`src/rtl/spi_pkg.sv`:
```
`default_nettype none
`timescale 1ns/1ps
// ============================================================================
// Module     : spi_pkg
// Purpose    : Shared definitions for the SPI memory-slave transaction
//              sequencer: state encoding and default field/counter widths.
// Contents   : SPI_WIDTH  - default bits per SPI field (address+R/W, data)
//              SPI_CNT_W  - default bit counter width (2**SPI_CNT_W > SPI_WIDTH)
//              state_e    - sequencer state encoding (4 bits; DONE is the only
//                           state using bit 3, so the low 3 bits of every other
//                           state are unique for the debug LEDs)
// Revision   : 1.0 - initial release
// ============================================================================
package spi_pkg;

  localparam int unsigned SPI_WIDTH = 8;
  localparam int unsigned SPI_CNT_W = 4;

  typedef enum logic [3:0] {
    IDLE       = 4'd0,
    GET_ADDR   = 4'd1,
    LATCH_ADDR = 4'd2,
    READ_WAIT  = 4'd3,
    READ_LOAD  = 4'd4,
    READ_SHIFT = 4'd5,
    WRITE_GET  = 4'd6,
    WRITE_MEM  = 4'd7,
    DONE       = 4'd8
  } state_e;

endpackage
`default_nettype wire

```
`src/rtl/spi_bit_counter.sv`:
```
`default_nettype none
`timescale 1ns/1ps
// ============================================================================
// Module     : spi_bit_counter
// Purpose    : SCLK edge counter for the SPI sequencer. Counts enable pulses,
//              saturates at WIDTH and is cleared by the FSM on every state
//              change.
// Ports      : clk    - system clock, rising edge
//              rst_n  - asynchronous active-low reset
//              clr_i  - synchronous clear (priority over en_i)
//              en_i   - count one relevant SCLK edge this cycle
//              tc_o   - terminal count: the edge being counted this cycle
//                       brings the count to WIDTH
// Revision   : 1.0 - initial release
// ============================================================================
module spi_bit_counter
  import spi_pkg::*;
#(
  parameter int unsigned WIDTH = SPI_WIDTH,
  parameter int unsigned CNT_W = SPI_CNT_W
) (
  input  logic clk,
  input  logic rst_n,
  input  logic clr_i,
  input  logic en_i,
  output logic tc_o
);

  localparam logic [CNT_W-1:0] CNT_LAST = CNT_W'(WIDTH - 1);
  localparam logic [CNT_W-1:0] CNT_MAX  = CNT_W'(WIDTH);

  logic [CNT_W-1:0] cnt_q;
  logic [CNT_W-1:0] cnt_d;

  always_comb begin
    cnt_d = cnt_q;
    if (clr_i) begin
      cnt_d = '0;
    end else if (en_i && (cnt_q != CNT_MAX)) begin
      cnt_d = cnt_q + 1'b1;
    end
  end

  always_ff @(posedge clk or negedge rst_n) begin
    if (!rst_n) begin
      cnt_q <= '0;
    end else begin
      cnt_q <= cnt_d;
    end
  end

  // Flag the edge that completes the field in the same cycle it arrives, so
  // the FSM can change state on that very clock without an extra cycle of
  // latency.
  assign tc_o = en_i && (cnt_q == CNT_LAST);

endmodule
`default_nettype wire

```
`src/rtl/spi_fsm.sv`:
```
`default_nettype none
`timescale 1ns/1ps
// ============================================================================
// Module     : spi_fsm
// Purpose    : Transaction sequencer for the SPI memory slave. Consumes the
//              conditioned chip select and SCLK edge pulses and produces the
//              strobes for the shift register, address latch, data memory and
//              MISO tri-state buffer. Frame: WIDTH-1 address bits + R/W bit,
//              then WIDTH data bits in (write) or out (read), MSB first.
// Ports      : clk          - system clock, rising edge
//              rst_n        - asynchronous active-low reset
//              cs           - chip select, active low
//              sclk_posedge - one-clk pulse per SCLK rising edge
//              sclk_negedge - one-clk pulse per SCLK falling edge
//              rw_bit       - shift register bit 0 (1 = read)
//              sr_we        - shift register parallel load strobe
//              addr_we      - address latch enable
//              dm_we        - data memory write enable
//              miso_buff_en - MISO tri-state enable
//              busy         - high whenever the sequencer is not IDLE
//              leds[3:0]    - debug state indicator
// Options    : SPI_FSM_LEDS_EN - when defined, leds = {busy, state[2:0]},
//              registered with the state; otherwise leds is tied to zero.
// Revision   : 1.0 - initial release
// ============================================================================
module spi_fsm
  import spi_pkg::*;
#(
  parameter int unsigned WIDTH = SPI_WIDTH,
  parameter int unsigned CNT_W = SPI_CNT_W
) (
  input  logic       clk,
  input  logic       rst_n,
  input  logic       cs,
  input  logic       sclk_posedge,
  input  logic       sclk_negedge,
  input  logic       rw_bit,
  output logic       sr_we,
  output logic       addr_we,
  output logic       dm_we,
  output logic       miso_buff_en,
  output logic       busy,
  output logic [3:0] leds
);

  state_e state_q;
  state_e state_d;

  logic sr_we_q,   sr_we_d;
  logic addr_we_q, addr_we_d;
  logic dm_we_q,   dm_we_d;
  logic miso_q,    miso_d;
  logic busy_q,    busy_d;

  logic cnt_en;
  logic cnt_clr;
  logic cnt_tc;

  // --------------------------------------------------------------------------
  // Bit counter: only the SCLK edge that matters in the current state is
  // counted, so a coincident opposite edge is simply ignored.
  // --------------------------------------------------------------------------
  always_comb begin
    cnt_en = 1'b0;
    case (state_q)
      GET_ADDR,
      WRITE_GET:  cnt_en = sclk_posedge;
      READ_SHIFT: cnt_en = sclk_negedge;
      default:    cnt_en = 1'b0;
    endcase
  end

  // Every state change (including an abort to IDLE) restarts the count.
  assign cnt_clr = (state_d != state_q);

  spi_bit_counter #(
    .WIDTH (WIDTH),
    .CNT_W (CNT_W)
  ) u_bit_counter (
    .clk   (clk),
    .rst_n (rst_n),
    .clr_i (cnt_clr),
    .en_i  (cnt_en),
    .tc_o  (cnt_tc)
  );

  // --------------------------------------------------------------------------
  // State register; all outputs are registered alongside it.
  // --------------------------------------------------------------------------
  always_ff @(posedge clk or negedge rst_n) begin
    if (!rst_n) begin
      state_q   <= IDLE;
      sr_we_q   <= 1'b0;
      addr_we_q <= 1'b0;
      dm_we_q   <= 1'b0;
      miso_q    <= 1'b0;
      busy_q    <= 1'b0;
    end else begin
      state_q   <= state_d;
      sr_we_q   <= sr_we_d;
      addr_we_q <= addr_we_d;
      dm_we_q   <= dm_we_d;
      miso_q    <= miso_d;
      busy_q    <= busy_d;
    end
  end

  // --------------------------------------------------------------------------
  // Next-state logic. Deselect wins over any SCLK activity.
  // --------------------------------------------------------------------------
  always_comb begin
    state_d = state_q;
    if ((state_q != IDLE) && cs) begin
      state_d = IDLE;
    end else begin
      case (state_q)
        IDLE:       if (!cs)   state_d = GET_ADDR;
        GET_ADDR:   if (cnt_tc) state_d = LATCH_ADDR;
        LATCH_ADDR: state_d = rw_bit ? READ_WAIT : WRITE_GET;
        READ_WAIT:  state_d = READ_LOAD;
        READ_LOAD:  state_d = READ_SHIFT;
        READ_SHIFT: if (cnt_tc) state_d = DONE;
        WRITE_GET:  if (cnt_tc) state_d = WRITE_MEM;
        WRITE_MEM:  state_d = DONE;
        DONE:       state_d = DONE;
        default:    state_d = IDLE;
      endcase
    end
  end

  // --------------------------------------------------------------------------
  // Output decode from the next state, so each registered strobe lines up
  // with the state it belongs to.
  // --------------------------------------------------------------------------
  always_comb begin
    sr_we_d   = (state_d == READ_LOAD);
    addr_we_d = (state_d == LATCH_ADDR);
    dm_we_d   = (state_d == WRITE_MEM);
    busy_d    = (state_d != IDLE);
    // The master samples the last read bit on the SCLK rising edge that may
    // arrive after we reach DONE, so the MISO driver stays on in DONE after a
    // read and only drops when the transaction returns to IDLE.
    miso_d    = (state_d == READ_SHIFT) || ((state_d == DONE) && miso_q);
  end

  assign sr_we        = sr_we_q;
  assign addr_we      = addr_we_q;
  assign dm_we        = dm_we_q;
  assign miso_buff_en = miso_q;
  assign busy         = busy_q;

`ifdef SPI_FSM_LEDS_EN
  logic [3:0] leds_q;

  always_ff @(posedge clk or negedge rst_n) begin
    if (!rst_n) begin
      leds_q <= 4'b0000;
    end else begin
      leds_q <= {busy_d, state_d[2:0]};
    end
  end

  assign leds = leds_q;
`else
  assign leds = 4'b0000;
`endif

endmodule
`default_nettype wire

```
`config.mk`:
```
export PLATFORM = sky130hd
export DESIGN_NAME = spi_fsm
export DESIGN_NICKNAME = d
export VERILOG_FILES = /design/src/rtl/spi_pkg.sv /design/src/rtl/spi_bit_counter.sv /design/src/rtl/spi_fsm.sv
export SDC_FILE = /design/constraint.sdc
export NUM_CORES = 1
export LEC_CHECK = 0
export CAP_MARGIN = 20
export CORE_MARGIN = 2
export CORE_UTILIZATION = 55
export DETAILED_ROUTE_END_ITERATION = 6
export GPL_ROUTABILITY_DRIVEN = 0
export PLACE_DENSITY = 0.82
export SYNTH_ARGS = -nofsm -noshare
export SYNTH_HDL_FRONTEND = slang
export SYNTH_SLANG_ARGS = --single-unit
```
`constraint.sdc`:
```
create_clock -name clk -period 3.4 [get_ports clk]
set_clock_uncertainty 0.15 [all_clocks]
set_input_delay 0.68 -clock clk [delete_from_list [all_inputs] [get_ports clk]]
set_output_delay 0.68 -clock clk [all_outputs]
set_load 0.01 [all_outputs]
```
==> Yosys cells after proc, flatten, opt, wreduce, memory -nomap -nowiden <==
Index checks and enable logic that the tools add are counted.
{ "op_classes": {"n_reduce_logical": 11, "n_mux": 10, "n_addsub": 1, "n_eq_ne": 16} }
{ "ops": {"columns": ["op", "n"], "rows": [
  ["4-bit by 3-bit equality test with 1-bit output (second input constant)", 8],
  ["4-bit one-hot mux with 8 select lines", 1],
  ["4-bit 2-to-1 mux", 7],
  ["4-bit by 2-bit equality test with 1-bit output (second input constant)", 3],
  ["4-bit equality test (second input constant)", 2],
  ["4-bit nonzero test", 2],
  ["4-bit by 1-bit adder with 4-bit output (second input constant)", 1],
  ["4-bit by 1-bit equality test with 1-bit output (second input constant)", 1],
  ["1-bit logical AND", 4],
  ["4-bit logical NOT", 1],
  ["4-bit inequality test", 1],
  ["4-bit inequality test (second input constant)", 1],
  ["2-bit OR reduction", 2],
  ["3-bit 2-to-1 mux", 1],
  ["1-bit one-hot mux with 2 select lines", 1],
  ["2-bit nonzero test", 1],
  ["1-bit logical OR", 1]
]} }
{ "word_totals": {"output_inout_bits": 9, "register_bits": 13, "inputBits": 6, "elab_cells": 45} }

==> Depth between registers and ports, before layout <==
Gate-level depths: netlist of the first run.
{ "depth": {"depth_word": 10, "ltp_mapped": 7, "depth_no_buf": 7} }

==> Cells and area by module <==
A second synthesis of the first run with hierarchy kept.
{ "unflattened": {"cells_unflattened": 81, "hier_area_um2": 804.5} }
{ "modules_own_cells": {"columns": ["module", "instances", "seq_area_each_um2", "cells_per_inst", "area_per_inst_um2"], "rows": [
  ["spi_fsm", 1, 225.2, 57, 568.0],
  ["spi_bit_counter", 1, 100.1, 24, 236.5]
]} }

==> Least setup slack after synthesis of the first run <==
OpenSTA, ideal clock, no wires.
{ "synth_timing": {"kind": "input to register", "from": "in cs", "to": "reg u_bit_counter.cnt_q[0]", "stages": 6, "path_buffers": 0, "t_arrival_ns": 1.847, "setup_time_ns": 0.134, "required_time_ns": 3.116, "path_slack_ns": 1.269, "cell_sequence": "a2111oi_0 nor2_1 nor2_1 nor4b_4 o21a_2 nor4_1"} }
{ "synth_between": {"elab_chain_len": 5} }
{ "synth_rtl": {"columns": ["element", "line_no", "rtl"], "rows": [
  ["start, declared", "spi_fsm.sv:34", "input logic cs,"],
  ["4-bit 2-to-1 mux", "spi_fsm.sv:117", "IDLE: if (!cs) state_d = GET_ADDR;"],
  ["4-bit one-hot mux with 8 select lines", "spi_fsm.sv:116", "case (state_q)"],
  ["4-bit 2-to-1 mux *", "spi_fsm.sv:113", "if ((state_q != IDLE) && cs) begin"],
  ["via state_d[1]", "spi_fsm.sv:47", "state_e state_d;"],
  ["4-bit inequality test *", "spi_fsm.sv:74", "assign cnt_clr = (state_d != state_q);"],
  ["4-bit 2-to-1 mux or 2-bit nonzero test (tied branches)", null, null],
  ["end signal, assigned", "spi_bit_counter.sv:48", "cnt_q <= cnt_d;"],
  ["end, declared", "spi_bit_counter.sv:32", "logic [CNT_W-1:0] cnt_q;"]
]} }
The timed path passes the listed nets; every way through them passes the cells marked *.
A chain may end at the register's enable or synchronous reset.

==> Worst setup path after layout of the first run <==
Ends and elaborated chain as after synthesis.

==> flow_summary.toml, run 1 <==
[outcome]
status = "complete, no violations"

[sta]
fin_crit_ns = 2.72
setup_ws_ns = 0.684
setup_violations = 0
fin_setup_tns_ns = 0
hold_slack_ns = 0.351
grt_setup_unrepaired = "no"
finalCritPeriodShare = 0.799
slew_violations = 0
fmax_mhz = 368
tightest_slew_ns = 0.570
slew_headroom = 0.610
finalHoldViolations = 0

[clock_tree]
clock-root-buffer = "clkbuf_4"
holdBufCountCts = 0
cts_tree = "yes"
cts_sinks = 13
cts_resized = 0
htreeDepth = 1
cts.clk_slew.worst_paths_ns = 0.07
postCtsSetupBuffers = 0
clk_path_buf_depth = 2
insertion_delay_ns = 0.26
cts-buffers-inserted = 3

[worst_setup_path]
cp-end-kind = "flip-flop"
crit_required_ns = 3.39
crit_path_max_fanout = 5
cp_top_family = "compound AO/OA/AOI/OAI gates"
slowest_delay_ns = 0.61
critPathKind = "primary input to flip-flop"
start_kind = "primary input"
crit_slowest_cell = "a2111oi_0"
crit_chain = "clkdlybuf4s50_1 > a2111oi_0 > nor2_1 > nor2_1 > nor4b_4 > o21a_2 > nor4_1"
worstPathArrival_ns = 2.70
path_common_cell = "nor2_1"
cp_num_buf_inv = 1

[power]
power_uw = 442
cellLeakagePower_nw = 0.419
peakVddDrop_uv = 251
powerDensity_nw_per_um2 = 450

[placement]
pre_cts_ws_ns = 0.455
hpwl_um = 1260
place_area_sq_um = 956
dpl.cell_count = 112
place.port_buffers = 10

[grt]
antenna_found_initial = 0
track_usage = 0.206
grt_overflow = 0
grt_max_degree = 18
grt_pass1_wl_um = 2950
grt_pass1_vias = 665

[drt]
wl_per_cell_um = 14.5
drt_first_iter_violations = 14
wl_um = 1690
drt_pass1_iterations = 5
via_per_inst = 6.09
vias = 706
antenna_left = 0
drc = 0

[yosys]
postSynthAreaPerCell_sq_um = 9.72
synth_ff_type = "dfrtp_1"
syn-instance-count = 91
synth-async-reset-ratio = 1.00
synthDistinctLibCells = 39
synth_warnings = 0
synth_seq_cells = 13
ys_seq_area_frac = 0.368
synth.cell_area_sq_um = 885
synth_edf_count = 0

[cells_and_area]
drive_above_1_share = 0.130
fin_util = 0.652
final_net_count = 109
diodes = 0
n_fill_cell = 125
finalInstanceArea_sq_um = 982
fin_cells = 116
synthToLayoutAreaGrowth_pct = 11.0

[flow_run]
maxCapViolations = 0

[floorplan]
die_area_sq_um = 1950
die_h_um = 44.1
dieWidth_um = 44.1
start_util = 0.587
core_area_sq_um = 1510
rows = 14
ios = 15

[min_path]
hold_path_class = "flip-flop to flip-flop"
[where the power goes]
part / total (mW) / leakage [nW] / internal [mW] / switching [mW]
Sequential: 0.192 / 0.176 / 0.168 / 0.0241
Combinational: 0.161 / 0.228 / 0.0682 / 0.0928
Clock: 0.0885 / 0.0150 / 0.0454 / 0.0431
[state kept, by name, indices dropped and copies added (netlist names)]
name and cells:
addr_we 1, busy 1, dm_we 1, miso_buff_en 1, sr_we 1, state_q 4, u_bit_counter.cnt_q 4
[layout by cell type (no fill, tap or decap), drive strengths merged, types with 2 or more instances in the layout]
master	instances
conb	4
xnor2	3
a211oi	3
inv	4
o21a	2
mux2i	2
nor2	10
clkdlybuf4s50	10
clkbuf	4
nor4	6
or2	2
nand4b	2
ha	2
nand3b	2
a21oi	5
nand2	6
dfrtp	13
[final timing paths]
check	cells past startpoint	slack, ns	endpoint	from
worst min-delay path	2	0.35	miso_buff_en	miso_buff_en
min in group asynchronous	1	0.62	addr_we	rst_n
worst max-delay path	7	0.68	u_bit_counter.cnt_q[0]	cs
max in group asynchronous	1	2.12	state_q[3]	rst_n
worst min register to register	2	0.35	miso_buff_en	miso_buff_en
worst max register to register	6	1.00	u_bit_counter.cnt_q[0]	state_q[1]
[synthesized netlist by cell type (2+ instances only)]
library cell	instances	share of area
dfrtp_1	13	0.37
nor2_1	10	0.042
buf_4	8	0.068
nand2_1	6	0.025
nor4_1	5	0.035
a21oi_1	4	0.023
inv_1	4	0.017
a211oi_1	3	0.025
xnor2_1	3	0.030
ha_1	2	0.028
mux2i_1	2	0.023
nand3b_1	2	0.017
nand4b_1	2	0.020
o21a_2	2	0.020
[worst register-to-register path: stages, from the launching register on]
cell and delay (ns):
dfrtp_1 0.54, nand4bb_1 0.38, a31oi_1 0.37, nor4_4 0.08, o22a_2 0.25, xnor2_1 0.18
nor4_1 0.33
[metal layers]
| layer | wire, um | share of wire | global-route usage |
|---|---|---|---|
| met5 | 0 | 0 | 0 |
| met4 | 14 | 0.0083 | 0.103 |
| met3 | 87 | 0.052 | 0.0245 |
| met2 | 815 | 0.48 | 0.312 |
| met1 | 769 | 0.46 | 0.291 |
[cell families after synthesis]
group | after synthesis | synth area share
AO/OA/AOI/OAI | 21 | 0.177
XOR/XNOR | 3 | 0.0297
adder cells (fa/ha/maj) | 2 | 0.0283
buffers and inverters | 12 | 0.0849
flip-flops | 13 | 0.368
multiplexers | 2 | 0.0226
other | 1 | 0.00424
AND/OR/NAND/NOR | 37 | 0.286
[final cells by class]
cell class	instances	area, sq um	share of cell area
multi-input cells	69	495	0.504
flip-flops and latches	13	325	0.331
repair buffers	10	100	0.102
clock buffers	4	26.3	0.0268
well taps	16	20.0	0.0204
inverters	4	15.0	0.0153
Note: power is estimated with default switching activity, not from simulation.
==> run 2, diff against run 1 <==
CORE_UTILIZATION = 51   (was 55)
PLACE_DENSITY = 0.77   (was 0.82)
clock period = 2.5 ns   (was 3.4 ns; I/O delays follow)
==> run 2 against run 1 <==
Effect of this change: highest routed layer unchanged; combinational power rose by 61%; power rose by 46%; count of clock-buffer cells in the layout is the same.
==> flow_summary.toml, run 2 (synthesis results as in run 1) <==
[floorplan]
ios = 15
die_area_sq_um = 2080
die_h_um = 45.6
core_area_sq_um = 1670
dieWidth_um = 45.6
start_util = 0.530
rows = 15

[cells_and_area]
drive_above_1_share = 0.243
n_fill_cell = 151
synthToLayoutAreaGrowth_pct = 23.9
final_cell_mix = "buf_4, dfrtp_1, nor2_1, clkdlybuf4s50_1, nand2_1"
largestRegisters = "state_q x4, u_bit_counter.cnt_q x4"
layout_commonest_cell = "buf_4"
final_net_count = 124
diodes = 0

[grt]
antenna_found_initial = 0
grt_max_degree = 14
grt.met2_usage = 0.355
use_met1 = 0.274
grt_overflow = 0
grt_pass1_wl_um = 3040
use_met3 = 0.0119
grt_pass1_vias = 692
track_usage = 0.211
busiest_layer = "met2"

[worst_setup_path]
cp.depth = 8
crit_slowest_cell = "clkdlybuf4s50_1"
cp-end-kind = "flip-flop"
crit_required_ns = 2.51
crit_path_max_fanout = 4
start_kind = "primary input"
slowest_delay_ns = 0.42
cp_num_buf_inv = 2
cp_top_family = "simple AND/OR/NAND/NOR gates"
worstRegToRegCells = 7
critPathKind = "primary input to flip-flop"
worstPathArrival_ns = 2.31
crit_chain = "clkdlybuf4s50_1 > nand4bb_1 > buf_4 > a2bb2oi_1 > nor2_1 > nor4b_4 > o21a_2 > nor4_1"

[drt]
wl_um = 1850
drc = 0
drt_pass1_iterations = 4
via_per_inst = 5.55
antenna_left = 0
wl_per_cell_um = 14.0
vias = 733
drt_first_iter_violations = 7

[placement]
hpwl_um = 1480
pre_cts_ws_ns = -0.0733
place.port_buffers = 10

[power]
powerDensity_nw_per_um2 = 587
p_int_uw = 417
peakVddDrop_uv = 505
seqPwrFrac = 0.411
netSwitchingFraction = 0.352
power_frac_clock = 0.186
p_comb_frac = 0.403
cellLeakagePower_nw = 0.495
switchingPower_uw = 226

[clock_tree]
clock-root-buffer = "clkbuf_4"
cts_tree = "yes"
htreeDepth = 1
postCtsSetupBuffers = 0
clk_path_buf_depth = 2
holdBufCountCts = 0
insertion_delay_ns = 0.27
cts_resized = 0
cts.clk_slew.worst_paths_ns = 0.07
cts-buffers-inserted = 3
cts_sinks = 13

[sta]
fmax_mhz = 435
tightest_slew_ns = 0.545
finalCritPeriodShare = 0.919
setup_violations = 0
grt_setup_unrepaired = "no"
fin_setup_tns_ns = 0
slew_headroom = 0.636
finalHoldViolations = 0
hold_slack_ns = 0.324
fin_crit_ns = 2.30
setup_ws_ns = 0.203
slew_violations = 0

[min_path]
hold_path_class = "flip-flop to flip-flop"
hold_path_depth = 2

[outcome]
status = "complete, no violations"

[flow_run]
maxCapViolations = 0
## run 2: per-stage QoR
stage / std cells / utilization / power [mW] / cell area, sq um
CTS: 132 / 0.656 / 0.649 / 1100
detailed placement: 128 / 0.640 / 0.526 / 1070
global route: 132 / 0.656 / 0.687 / 1100
finish: 132 / 0.656 / 0.643 / 1100
floorplan: 94 / - / 0.443 / 896
global placement: 128 / 0.640 / 0.514 / 1070
## run 2: worst min-delay path, cell delays in order (launching register included)
cell and delay (ns):
dfrtp_1 0.35, nand2_1 0.05, nand2_1 0.04
## run 2: worst paths after layout
check	from	endpoint	slack (ns)
setup / recovery	sclk_posedge	u_bit_counter.cnt_q[1]	0.20
hold / removal	miso_buff_en	miso_buff_en	0.32
setup reg to reg	u_bit_counter.cnt_q[0]	u_bit_counter.cnt_q[1]	0.24
hold reg to reg	miso_buff_en	miso_buff_en	0.32
max in group asynchronous	rst_n	state_q[3]	1.41
min in group asynchronous	rst_n	miso_buff_en	0.44
## run 2: layer usage
metal  vias to the layer above  share of wire
met3                         4          0.025
li1                        369              -
met2                        12           0.50
met5                         -              0
met1                       348           0.46
met4                         0          0.019
## run 2: power by group through the flow
stage / Sequential (mW) / Clock [mW] / Combinational (mW)
floorplan: 0.245 / 0 / 0.197
global placement: 0.264 / 0 / 0.250
detailed placement: 0.267 / 0 / 0.259
CTS: 0.263 / 0.126 / 0.261
global route: 0.269 / 0.132 / 0.286
finish: 0.264 / 0.120 / 0.259
## run 2: cell type report
type	count	area [sq um]	area share
multi-input cells	69	495	0.452
flip-flops and latches	13	325	0.297
repair buffers	25	213	0.194
clock buffers	4	26.3	0.0240
well taps	17	21.3	0.0194
inverters	4	15.0	0.0137
